==> config.mk <==
export PLATFORM = sky130hd
export DESIGN_NAME = ahb_uart_loader
export DESIGN_NICKNAME = d
export VERILOG_FILES = /design/src/rtl/ahb_uart_loader.sv
export SDC_FILE = /design/constraint.sdc
export NUM_CORES = 1
export LEC_CHECK = 0
export ABC_AREA = 1
export ABC_CLOCK_PERIOD_IN_PS = 4000
export BUFFER_PORTS_ARGS = -buffer_cell sky130_fd_sc_hd__buf_2
export CORE_ASPECT_RATIO = 0.7
export CORE_UTILIZATION = 34
export DETAILED_ROUTE_END_ITERATION = 6
export GPL_TIMING_DRIVEN = 0
export PLACE_DENSITY = 0.49
export SLEW_MARGIN = 20
export SYNTH_ARGS = -nofsm -noshare
export SYNTH_HDL_FRONTEND = slang
export SYNTH_SLANG_ARGS = --single-unit
==> constraint.sdc <==
create_clock -name HCLK -period 4 [get_ports HCLK]
set_input_delay 0.8 -clock HCLK [delete_from_list [all_inputs] [get_ports HCLK]]
set_output_delay 0.8 -clock HCLK [all_outputs]
set_load 0.01 [all_outputs]
==> src/rtl/ahb_uart_loader.sv <==
// Boot-image loader: parses a framed image from the UART byte stream and
// writes it word by word over AHB-Lite. It holds the CPU in reset until a
// complete image with a matching checksum has reached memory.
//
// Handshakes: rx_valid is a one-cycle strobe, and the byte is consumed in
// the same cycle with no back-pressure. On the AHB side, an address or data
// phase is held unchanged until a cycle in which HREADY=1. That cycle ends
// the phase.
module ahb_uart_loader #(
    parameter logic [31:0] BASE_ADDR = 32'h0000_0000,
    parameter int unsigned MAX_WORDS = 4096
) (
    input  logic        HCLK,
    input  logic        HRESET,
    input  logic        rx_valid,
    input  logic [7:0]  rx_data,
    input  logic        HREADY,
    output logic [31:0] HADDR,
    output logic [1:0]  HTRANS,
    output logic        HWRITE,
    output logic [2:0]  HSIZE,
    output logic [2:0]  HBURST,
    output logic [3:0]  HPROT,
    output logic [31:0] HWDATA,
    output logic        cpu_hold,
    output logic        load_done,
    output logic        load_error,
    output logic [15:0] words_written,
    output logic [2:0]  o_parser_state,
    output logic [1:0]  o_wr_state
);

    localparam logic [2:0] S_HUNT  = 3'd0;
    localparam logic [2:0] S_LEN0  = 3'd1;
    localparam logic [2:0] S_LEN1  = 3'd2;
    localparam logic [2:0] S_DATA  = 3'd3;
    localparam logic [2:0] S_CSUM  = 3'd4;
    localparam logic [2:0] S_FLUSH = 3'd5;
    localparam logic [2:0] S_DONE  = 3'd6;

    localparam logic [1:0] W_IDLE = 2'd0;
    localparam logic [1:0] W_ADDR = 2'd1;
    localparam logic [1:0] W_DATA = 2'd2;

    localparam logic [1:0]  T_IDLE   = 2'b00;
    localparam logic [1:0]  T_NONSEQ = 2'b10;
    localparam logic [16:0] L_MAX    = 17'(MAX_WORDS);

    logic [2:0]  r_pstate;
    logic [7:0]  r_len_lo;
    logic [15:0] r_len;
    logic [23:0] r_asm;
    logic [1:0]  r_byte_cnt;
    logic [15:0] r_word_idx;
    logic [7:0]  r_xor;
    logic        r_load_done;
    logic        r_load_error;
    logic        r_cpu_hold;

    logic [1:0]  r_wstate;
    logic [31:0] r_hold;
    logic [31:0] r_haddr;
    logic [1:0]  r_htrans;
    logic        r_hwrite;
    logic [31:0] r_hwdata;
    logic [15:0] r_words_written;

    logic [31:0] w_new_word;
    logic [15:0] w_len;
    logic        w_word_complete;
    logic        w_overflow;
    logic        w_word_req;
    logic        w_last_word;
    logic        w_len_bad;
    logic        w_csum_bad;
    logic        w_err;
    logic        w_sync;
    logic        w_clr_ww;

    // Decode the incoming byte against the current parser state.
    always_comb begin
        w_new_word      = {rx_data, r_asm};
        w_len           = {rx_data, r_len_lo};
        w_word_complete = rx_valid && (r_pstate == S_DATA) && (r_byte_cnt == 2'd3);
        // The holding register still belongs to the engine until it returns to idle.
        w_overflow      = w_word_complete && (r_wstate != W_IDLE);
        w_word_req      = w_word_complete && !w_overflow;
        w_last_word     = (r_word_idx == (r_len - 16'd1));
        w_len_bad       = rx_valid && (r_pstate == S_LEN1) &&
                          ((w_len == 16'd0) || ({1'b0, w_len} > L_MAX));
        w_csum_bad      = rx_valid && (r_pstate == S_CSUM) && (rx_data != r_xor);
        w_err           = w_len_bad || w_overflow || w_csum_bad;
        w_sync          = rx_valid && (r_pstate == S_HUNT) && (rx_data == 8'h55);
        w_clr_ww        = w_err || w_sync;
    end

    // Frame parser: length, word assembly, checksum and final handover.
    always_ff @(posedge HCLK) begin
        if (HRESET) begin
            r_pstate     <= S_HUNT;
            r_len_lo     <= 8'd0;
            r_len        <= 16'd0;
            r_asm        <= 24'd0;
            r_byte_cnt   <= 2'd0;
            r_word_idx   <= 16'd0;
            r_xor        <= 8'd0;
            r_load_done  <= 1'b0;
            r_load_error <= 1'b0;
            r_cpu_hold   <= 1'b1;
        end else if (w_err) begin
            r_pstate     <= S_HUNT;
            r_load_error <= 1'b1;
            r_xor        <= 8'd0;
        end else begin
            case (r_pstate)
                S_HUNT: begin
                    if (w_sync) begin
                        r_pstate   <= S_LEN0;
                        r_xor      <= 8'd0;
                        r_byte_cnt <= 2'd0;
                        r_word_idx <= 16'd0;
                    end
                end
                S_LEN0: begin
                    if (rx_valid) begin
                        r_len_lo <= rx_data;
                        r_pstate <= S_LEN1;
                    end
                end
                S_LEN1: begin
                    if (rx_valid) begin
                        r_len    <= w_len;
                        r_pstate <= S_DATA;
                    end
                end
                S_DATA: begin
                    if (rx_valid) begin
                        r_asm      <= {rx_data, r_asm[23:8]};
                        r_xor      <= r_xor ^ rx_data;
                        r_byte_cnt <= r_byte_cnt + 2'd1;
                        if (r_byte_cnt == 2'd3) begin
                            r_word_idx <= r_word_idx + 16'd1;
                            if (w_last_word) begin
                                r_pstate <= S_CSUM;
                            end
                        end
                    end
                end
                S_CSUM: begin
                    if (rx_valid) begin
                        r_pstate <= S_FLUSH;
                    end
                end
                S_FLUSH: begin
                    // Release the CPU only once the last write has left the bus.
                    if (r_wstate == W_IDLE) begin
                        r_pstate    <= S_DONE;
                        r_load_done <= 1'b1;
                        r_cpu_hold  <= 1'b0;
                    end
                end
                default: begin
                end
            endcase
        end
    end

    // Write engine: one SINGLE word write per assembled word, address then data phase.
    always_ff @(posedge HCLK) begin
        if (HRESET) begin
            r_wstate <= W_IDLE;
            r_hold   <= 32'd0;
            r_haddr  <= 32'd0;
            r_htrans <= T_IDLE;
            r_hwrite <= 1'b0;
            r_hwdata <= 32'd0;
        end else begin
            case (r_wstate)
                W_IDLE: begin
                    if (w_word_req) begin
                        r_wstate <= W_ADDR;
                        r_hold   <= w_new_word;
                        r_haddr  <= BASE_ADDR + {14'd0, r_word_idx, 2'b00};
                        r_htrans <= T_NONSEQ;
                        r_hwrite <= 1'b1;
                    end
                end
                W_ADDR: begin
                    if (HREADY) begin
                        r_wstate <= W_DATA;
                        r_htrans <= T_IDLE;
                        r_hwrite <= 1'b0;
                        r_hwdata <= r_hold;
                    end
                end
                W_DATA: begin
                    if (HREADY) begin
                        r_wstate <= W_IDLE;
                    end
                end
                default: begin
                    r_wstate <= W_IDLE;
                end
            endcase
        end
    end

    // Completed data phases in the current frame; a new frame or an error restarts the count.
    always_ff @(posedge HCLK) begin
        if (HRESET || w_clr_ww) begin
            r_words_written <= 16'd0;
        end else if ((r_wstate == W_DATA) && HREADY) begin
            r_words_written <= r_words_written + 16'd1;
        end
    end

    assign HADDR          = r_haddr;
    assign HTRANS         = r_htrans;
    assign HWRITE         = r_hwrite;
    assign HSIZE          = 3'b010;
    assign HBURST         = 3'b000;
    assign HPROT          = 4'b0011;
    assign HWDATA         = r_hwdata;
    assign cpu_hold       = r_cpu_hold;
    assign load_done      = r_load_done;
    assign load_error     = r_load_error;
    assign words_written  = r_words_written;
    assign o_parser_state = r_pstate;
    assign o_wr_state     = r_wstate;

endmodule
[Word level (Yosys, flattened, before mapping)]
Cells that the tools add are included.
Word-level totals
  input port bits: 12
  word-level logic and storage cells: 111
  bits in registers: 181
  output and inout bits: 101
Operators by class
  bitwise operators: 2
  magnitude comparators: 1
  $add $sub $neg: 4
  equality and inequality tests: 22
  reduce and logical (&&, ||, !) cells: 37
  mux-type cells: 28
Operator list (count)
  $mux W16: 3
  $add A16 B1 Y16 const B: 2
  $pmux W16 S2: 1
  $mux W3: 8
  $reduce_and A3 Y1: 7
  $ne A2 B2 Y1 const B: 10
  $pmux W3 S6: 1
  $eq A16 B16 Y1: 1
  $gt A16 B13 Y1 const B: 1
  $logic_not A16 Y1: 1
  $mux W8: 2
  $pmux W8 S2: 1
  $sub A16 B1 Y16 const B: 1
  $mux W2: 6
  $logic_and A1 B1 Y1: 11
  $reduce_and A9 Y1: 1
  $eq A8 B7 Y1 const B: 1
  $ne A8 B8 Y1: 1
  $pmux W2 S2: 2
  $xor A8 B8 Y8: 1
  $eq A3 B2 Y1 const B: 2
  $eq A3 B3 Y1 const B: 2
  $pmux W2 S3: 1
  $reduce_bool A2 Y1: 3
  17 further kinds: 24

[Longest topological paths before layout]
Gate-level depths: netlist (run 1).
  depth in word-level cells: 8
  depth in mapped cells: 15
  mapped depth without buffers: 15

[Least setup slack after synthesis (run 1)]
OpenSTA, ideal clock, no wires.
  kind: in2reg
  from: input rx_data[7]
  to: register r_asm[14]
  required time: 3930 ps
  arrival: 2141 ps
  library setup time: 70 ps
  slack: 1788 ps
  path buffers: 3
  cell stages on the path: 12
  cells stage by stage: clkbuf_2 xnor2_1 nand2_1 nor3_1 nand2_1 nand2_1 nand2_2 nor2_8 buf_6 buf_4 nand3_1 a21oi_1
Between the ends
  cells in the longest elaborated chain, start to end: 7
  elaborated cells between the ends (all ways): 10
  those cells by class: 1 x order compare; 1 x eq/ne; 1 x bitwise; 7 x reduce/logical
Ends and longest elaborated chain
  start: declaration: RTL line 16  | input logic [7:0] rx_data,
  $gt A16 B13 Y1 / $logic_not A16 Y1 (equally long branches): RTL line 90  | ((w_len == 16'd0) || ({1'b0, w_len} > L_MAX));
  $logic_or A1 B1 Y1: RTL line 90
  $logic_and A1 B1 Y1: RTL line 89  | w_len_bad = rx_valid && (r_pstate == S_LEN1) &&
  $logic_or A1 B1 Y1: RTL line 92  | w_err = w_len_bad || w_overflow || w_csum_bad;
  $logic_or A1 B1 Y1 *: RTL line 92
  $not A1 Y1 (no line) *
  $reduce_and A3 Y1 (no line) *
  end signal: assignment: RTL line 138  | r_asm <= {rx_data, r_asm[23:8]};
  end: declaration: RTL line 52  | logic [23:0] r_asm;
Every way passes the cells marked *; elsewhere a longest branch is shown, timed or not.
A chain may end at the register's enable or synchronous reset.

==> results by group, run 1 <==
CTS
  – Clk buf depth: 2
  – Sink Count: 179
  – Postcts setup bufs: 0
  – CTS Root Cell: clkbuf_16
  – CTS tree: done
  – CTS buffer count: 17
  – Clock transition at the registers of the reported paths: 70 ps
  – Cts hold-fix bufs: 0
  – Insertion delay to the later sink of the worst-skew pair: 440 ps
  – # resized after CTS: 0
  – H-tree depth: 4

STA
  – Clock Skews: 14.4 ps
  – RSZ-0062 raised after global routing: false
  – Number of setup violations in the final report: 0
  – Max-slew violation total from the final report: 0
  – Crit path time final: 2550 ps
  – Final number of hold-violating endpoints: 0
  – Hold slack: 442 ps
  – Worst setup margin: 1450 ps
  – Final setup TNS: 0 ps
  – Slew of the pin with the lowest slew margin: 793 ps
  – Period utilization: 63.8%
  – Peak Freq: 392 MHz
  – Slew HR: 47.1%

Placement
  – Port Buffers: 83
  – Dpl cells: 1525
  – DP Worst Slack: 986 ps
  – Detailed Place HPWL: 17.2 mm
  – Gpl congestion: 0.839

Setup path
  – Crit path DAT: 2850 ps
  – Beginning of the critical path: HRESET
  – Register-to-register setup slack: 1590 ps
  – Largest stage delay on the critical path: 570 ps
  – Critical path endpoint: HADDR[12]$_SDFFE_PP0P_
  – Worst path slowest cell: clkinv_1
  – CP endpoint kind: flop
  – Crit path required time: 4300 ps
  – Worst R2R Path Depth: 8
  – CP Cell Sequence: clkbuf_1 > clkinv_1 > clkbuf_1 > clkbuf_1 > o21ai_0 > a21oi_1
  – Worst R2R Start: o_parser_state[1]$_SDFFE_PP0P_
  – CP Class: input port to flop
  – CP startpoint kind: input port
  – Cell mode on critical path: clkbuf_1
  – FF-to-FF End: r_hold[29]$_SDFFE_PP0P_
  – Max Fanout on Critical Path: 10

Run status
  – Outcome: finished clean

Global route
  – GR Overflow Total: 0
  – Tot GR Track Use: 18.7%
  – Initial antenna violation count: 0
  – Largest net degree at the start of global routing: 17
  – First-pass GRT wire length: 35.9 mm
  – Vias in the first global route: 6414

Die
  – Die W: 187 microns
  – Die ar.: 24600 sq um
  – Core Region: 23100 sq um
  – Row cnt: 46
  – Boundary Pins: 113
  – Initial Utilization: 35.3%
  – DIE HEIGHT: 132 microns

Pwr
  – Sw Pwr: 1.71 mW
  – Internal: 3.29 mW
  – Worst vdd rail ir drop: 0.000302 V
  – Clk network pwr share: 35.8%
  – Combinational power share: 25.4%
  – Power Density: 516 nW/um^2
  – Pleak: 3.88 nW
  – Sequential share of power: 38.8%
  – Switch share: 34.2%
  – Power, Total: 4.99 mW

Logic synthesis
  – Xor/xnor share of the synthesized area: 4.73%
  – Mapped Cells: 1105
  – Synth warn: 0
  – Synth cell types: 42
  – Post-synthesis simple-gate area fraction: 21.0%
  – Async S/R FF share, synth: 0%
  – Mux share of post-synthesis cell area: 0%
  – Predominant post-synthesis flop cell: dfxtp_1
  – Area of the mapped netlist: 8150 sq um
  – Compound-Gate Fraction of Synth Area: 16.9%
  – Main combinational cell family by area after synthesis: simple AND/OR/NAND/NOR gates
  – Synth Area in Adders: 0.614%
  – Post-synthesis sequential area ratio: 44.0%
  – Avg Synthesized Cell Area: 7.37 sq um
  – Number of flops mapped to enable cells by yosys: 0
  – #FFs+latches synth: 179

Cells and area
  – Layout cells sized above 1: 14.2%
  – Sequential Area: 3580 sq um
  – N_diodes: 0
  – # nets final: 1248
  – Commonest non-fill, non-tap cell in the layout: dfxtp_1
  – Multi-input gate area: 3620 sq um
  – Area delta synth->final: 18.7%
  – Fill cells: 2508
  – Most frequent cells in the layout: dfxtp_1 (179), a21oi_1 (146), nand2_1 (141)
  – Post-route insts no fill: 1557

Detailed routing
  – Drt first pass iters: 5
  – Post-route DRC violation count: 0
  – DR WL/cell: 14.6 microns
  – Via Count: 7233
  – Post-route ant nets: 0
  – Via/cell ratio: 4.65
  – Initial DRC Count: 473
  – WL final: 22.8 mm

Min path
  – Hold crit path type: flop to flop

Run
  – Maxcap violations: 0
[worst min path at each step]
stage	from	to	cells past startpoint
after floorplan	r_hold[10]$_SDFFE_PP0P_	r_hold[10]$_SDFFE_PP0P_	2
after global placement	HWDATA[23]$_SDFFE_PP0P_	HWDATA[23]$_SDFFE_PP0P_	2
after detailed placement	r_hold[14]$_SDFFE_PP0P_	r_hold[14]$_SDFFE_PP0P_	2
after CTS	r_hold[14]$_SDFFE_PP0P_	r_hold[14]$_SDFFE_PP0P_	2
after global routing	r_hold[7]$_SDFFE_PP0P_	r_hold[7]$_SDFFE_PP0P_	2
final	HWDATA[6]$_SDFFE_PP0P_	HWDATA[6]$_SDFFE_PP0P_	2
[synth_stat cells, types with 2 or more instances]
cell,instances,area [sq um]
nand2_4,3,33.8
inv_1,137,514
nand3b_1,8,60.1
nand2_2,2,12.5
buf_1,2,7.51
nor2_2,2,12.5
conb_1,2,7.51
or2_2,2,12.5
dfxtp_1,179,3580
nand4_1,21,131
nor3b_1,4,30.0
a211oi_1,4,30.0
xor2_1,21,184
o21ai_0,115,576
buf_6,5,56.3
nand2_1,141,529
inv_2,2,7.51
clkbuf_1,43,161
buf_2,5,25.0
nand3_1,59,295
nor2_8,2,40.0
xnor2_1,23,201
nor2_1,114,428
o21ai_1,3,15.0
buf_4,33,248
nor3_1,9,45.0
a21oi_1,146,731
ha_1,4,50.1
[area by class of cell]
cell class | count | area share [%]
multi-input cells | 721 | 37.5
repair buffers | 83 | 4.29
plain buffers | 89 | 5.20
clock inverters | 12 | 1.73
well taps | 312 | 4.04
clock buffers | 20 | 4.72
inverters | 141 | 5.50
flip-flops and latches | 179 | 37.0
[power by group through the flow]
stage / logic, mW / clock network [mW] / registers (mW)
CTS: 1.26 / 1.83 / 1.94
global route: 1.42 / 1.91 / 1.95
floorplan: 0.934 / 0 / 1.96
detailed placement: 1.26 / 0 / 1.98
global placement: 1.26 / 0 / 1.98
finish: 1.27 / 1.79 / 1.94
[metrics by stage]
step	util (%)	instance area [sq um]
after floorplan	-	8240
after global placement	39.2	9050
after detailed placement	39.2	9050
after CTS	41.9	9670
after global routing	41.9	9670
final	41.9	9670
[critical path, delay by kind of cell]
family | cells | cell delay [ps]
AO/OA/AOI/OAI | 2 | 290
buffers and inverters | 4 | 1750
[state kept, by name, indices dropped and copies added, names as in the netlist, 3 cells and up]
register        cells
HADDR              16
HWDATA             32
o_parser_state      3
r_asm              24
r_hold             32
r_len              16
r_len_lo            8
r_word_idx         16
r_xor               8
words_written      16
[cells by family (layout without fill, tap and decap cells)]
group	after synthesis	in the layout
compound gates	271	271
xor+xnor	44	44
fa+ha+maj	4	4
buf+inv	230	345
flops	179	179
other cells	2	27
simple gates	375	375
[per-layer routing]
layer	GRT usage, %	wire [microns]
met1	30.0	12800
met2	24.8	8610
met3	3.74	1150
met4	4.10	153
met5	0	0
Note: power is estimated with default switching activity, not from simulation.
==> inputs of run 2 (changes only) <==
--- a/config.mk
+++ b/config.mk
@@ -6,7 +6,7 @@
 export NUM_CORES = 1
 export LEC_CHECK = 0
 export ABC_AREA = 1
-export ABC_CLOCK_PERIOD_IN_PS = 4000
+export ABC_CLOCK_PERIOD_IN_PS = 2400
 export BUFFER_PORTS_ARGS = -buffer_cell sky130_fd_sc_hd__buf_2
 export CORE_ASPECT_RATIO = 0.7
 export CORE_UTILIZATION = 34
==> constraint.sdc (replaced) <==
create_clock -name HCLK -period 2.4 [get_ports HCLK]
set_input_delay 0.48 -clock HCLK [delete_from_list [all_inputs] [get_ports HCLK]]
set_output_delay 0.48 -clock HCLK [all_outputs]
set_load 0.01 [all_outputs]
==> results by group, run 2 (synthesis results as in run 1) <==
Run status
  – Outcome: finished clean

Setup path
  – CP delay by family, top: simple AND/OR/NAND/NOR gates
  – WP depth: 8 (+2)
  – Largest stage delay on the critical path: 430 ps (-140 ps)
  – CP Cell Sequence: inv_1 > nor3_4 > inv_4 > nor2_8 > nand3_2 > clkbuf_1 > o21ai_0 > a21oi_1
  – Register-to-register setup slack: 160 ps (-1430 ps)
  – Max Fanout on Critical Path: 10 (unchanged)
  – CP startpoint kind: flop
  – CP endpoint kind: flop
  – Critical path endpoint: r_hold[27]$_SDFFE_PP0P_
  – Crit path required time: 2710 ps (-1590 ps)
  – Worst R2R Path Depth: 8 (unchanged)
  – Beginning of the critical path: o_parser_state[1]$_SDFFE_PP0P_
  – CP Class: flop to flop
  – Worst path slowest cell: dfxtp_1
  – Crit path buffers/inverters: 3 (-1)
  – FF-to-FF End: r_hold[27]$_SDFFE_PP0P_
  – Worst R2R Start: o_parser_state[1]$_SDFFE_PP0P_
  – Crit path DAT: 2550 ps (-300 ps)

Cells and area
  – Most frequent cells in the layout: dfxtp_1 (179), a21oi_1 (146), nand2_1 (141)
  – Layout cells sized above 1: 14.4% (+0.15 points)
  – # nets final: 1249 (+0.080%)
  – Multi-input gate area: 3630 sq um (+0.21%)
  – Fill cells: 2509 (+0.040%)
  – Post-route insts no fill: 1558 (+0.064%)
  – Area delta synth->final: 18.9%
  – N_diodes: 0 (unchanged)
  – Sequential Area: 3580 sq um (unchanged)
  – Commonest non-fill, non-tap cell in the layout: dfxtp_1

STA
  – Slew of the pin with the lowest slew margin: 787 ps (-5.98 ps)
  – Hold slack: 364 ps (-78.6 ps)
  – Crit path time final: 2240 ps
  – Final number of hold-violating endpoints: 0 (unchanged)
  – Period utilization: 93.4%
  – Slew HR: 47.5% (+0.40 points)
  – Number of setup violations in the final report: 0 (unchanged)
  – Worst setup margin: 157 ps (-1290 ps)
  – Peak Freq: 446 MHz
  – Max-slew violation total from the final report: 0 (unchanged)
  – Clock Skews: 12.9 ps (-1.51 ps)

Min path
  – Hold crit path type: input port to flop

Pwr
  – Pleak: 3.89 nW (+0.20%)
  – Power Density: 862 nW/um^2 (+67%)
  – Worst vdd rail ir drop: 0.000504 V (+67%)

Die
  – Die ar.: 24600 sq um (unchanged)
  – Core Region: 23100 sq um (unchanged)
  – Initial Utilization: 35.3% (unchanged)
  – Die W: 187 microns (unchanged)
  – Row cnt: 46 (unchanged)
  – DIE HEIGHT: 132 microns (unchanged)
  – Boundary Pins: 113 (unchanged)

Placement
  – Dpl cells: 1525 (unchanged)
  – Gpl congestion: 0.839 (unchanged)
  – Detailed Place HPWL: 17.2 mm (unchanged)
  – DP Worst Slack: -294 ps (-1280 ps)
  – Port Buffers: 83 (unchanged)

Detailed routing
  – Via Count: 7223 (-0.14%)
  – DR WL/cell: 14.6 microns (about the same)
  – Post-route ant nets: 0 (unchanged)
  – Initial DRC Count: 444 (-6.1%)
  – Post-route DRC violation count: 0 (unchanged)
  – Drt first pass iters: 5 (unchanged)
  – Via/cell ratio: 4.64 (-0.20%)
  – WL final: 22.8 mm (about the same)

Global route
  – Tot GR Track Use: 18.7% (unchanged)
  – Busiest grt layer: met1
  – GR Util met2: 24.8% (unchanged)
  – First-pass GRT wire length: 35.9 mm (unchanged)
  – Vias in the first global route: 6414 (unchanged)
  – M3 GR Usage: 3.74% (unchanged)
  – GR Overflow Total: 0 (unchanged)
  – Largest net degree at the start of global routing: 17 (unchanged)
  – Met1 Track Usage GR: 30.0% (unchanged)
  – Initial antenna violation count: 0 (unchanged)

CTS
  – Sink Count: 179 (unchanged)
  – CTS buffer count: 17 (unchanged)
  – H-tree depth: 4 (unchanged)
  – CTS Root Cell: clkbuf_16
  – Clk buf depth: 2 (unchanged)
  – Clock transition at the registers of the reported paths: 70 ps (about the same)
  – CTS tree: done
  – Insertion delay to the later sink of the worst-skew pair: 440 ps (about the same)

Run
  – Maxcap violations: 0 (unchanged)
-- run 2: cell count changes in the layout (fill, tap and decap cells not counted) --
cell     change
buf_4        +1
nor2_1       -1
nor2_4       +1
o21ai_0      -2
o21ai_1      +2
-- run 2: timing repair --
action / 4_1_cts / 5_1_grt
setup endpoints to repair: 0 / 56
resized for setup: 0 / 4
hold endpoints to repair: 0 / 0
setup buffers: 0 / 1
hold buffers: 0 / 0
-- run 2: layout make-up --
| class | count | share of cell area (%) |
|---|---|---|
| tap | 312 | 4.03 |
| sequential | 179 | 37.0 |
| buffer | 89 | 5.19 |
| clock buffer | 20 | 4.71 |
| clock inverter | 12 | 1.73 |
| inverter | 141 | 5.49 |
| multi-input combinational | 721 | 37.5 |
| timing repair buffer | 84 | 4.37 |
-- run 2: how the worst min path moves through the flow --
stage / startpoint / cells after the start / to
after floorplan: r_hold[10]$_SDFFE_PP0P_ / 2 / r_hold[10]$_SDFFE_PP0P_
after global placement: HWDATA[23]$_SDFFE_PP0P_ / 2 / HWDATA[23]$_SDFFE_PP0P_
after detailed placement: r_hold[14]$_SDFFE_PP0P_ / 2 / r_hold[14]$_SDFFE_PP0P_
after CTS: HREADY / 3 / words_written[1]$_SDFFE_PP0P_
after global routing: HREADY / 3 / words_written[1]$_SDFFE_PP0P_
final: HREADY / 3 / words_written[1]$_SDFFE_PP0P_
-- run 2: report_power, final --
part	switching, mW	total [mW]	internal (mW)
logic	1.46	2.14	0.683
registers	0.142	3.23	3.09
clock network	1.26	2.98	1.72
total	2.86	8.35	5.49
-- run 2: metrics by stage --
stage / setup TNS, ps / utilization [%] / cell area, sq um / power (mW)
2_1_floorplan: 0 / - / 8240 / 4.82
3_3_place_gp: -5470 / 39.2 / 9050 / 5.39
3_5_place_dp: -4840 / 39.2 / 9050 / 5.40
4_1_cts: 0 / 41.9 / 9670 / 8.39
5_1_grt: -7.23 / 42.0 / 9690 / 8.82
6_report: 0 / 42.0 / 9690 / 8.35
-- run 2: worst reg2reg max path, stage by stage (launching register included) --
cell and delay (ps):
dfxtp_1 430, inv_1 160, nor3_4 290, inv_4 110, nor2_8 200, nand3_2 250, clkbuf_1 260, o21ai_0 360
a21oi_1 70
-- run 2: per-layer routing --
metal	up-vias	routed length (microns)
li1	3772	-
met1	3307	12900
met2	136	8720
met3	8	1020
met4	0	112
met5	-	0
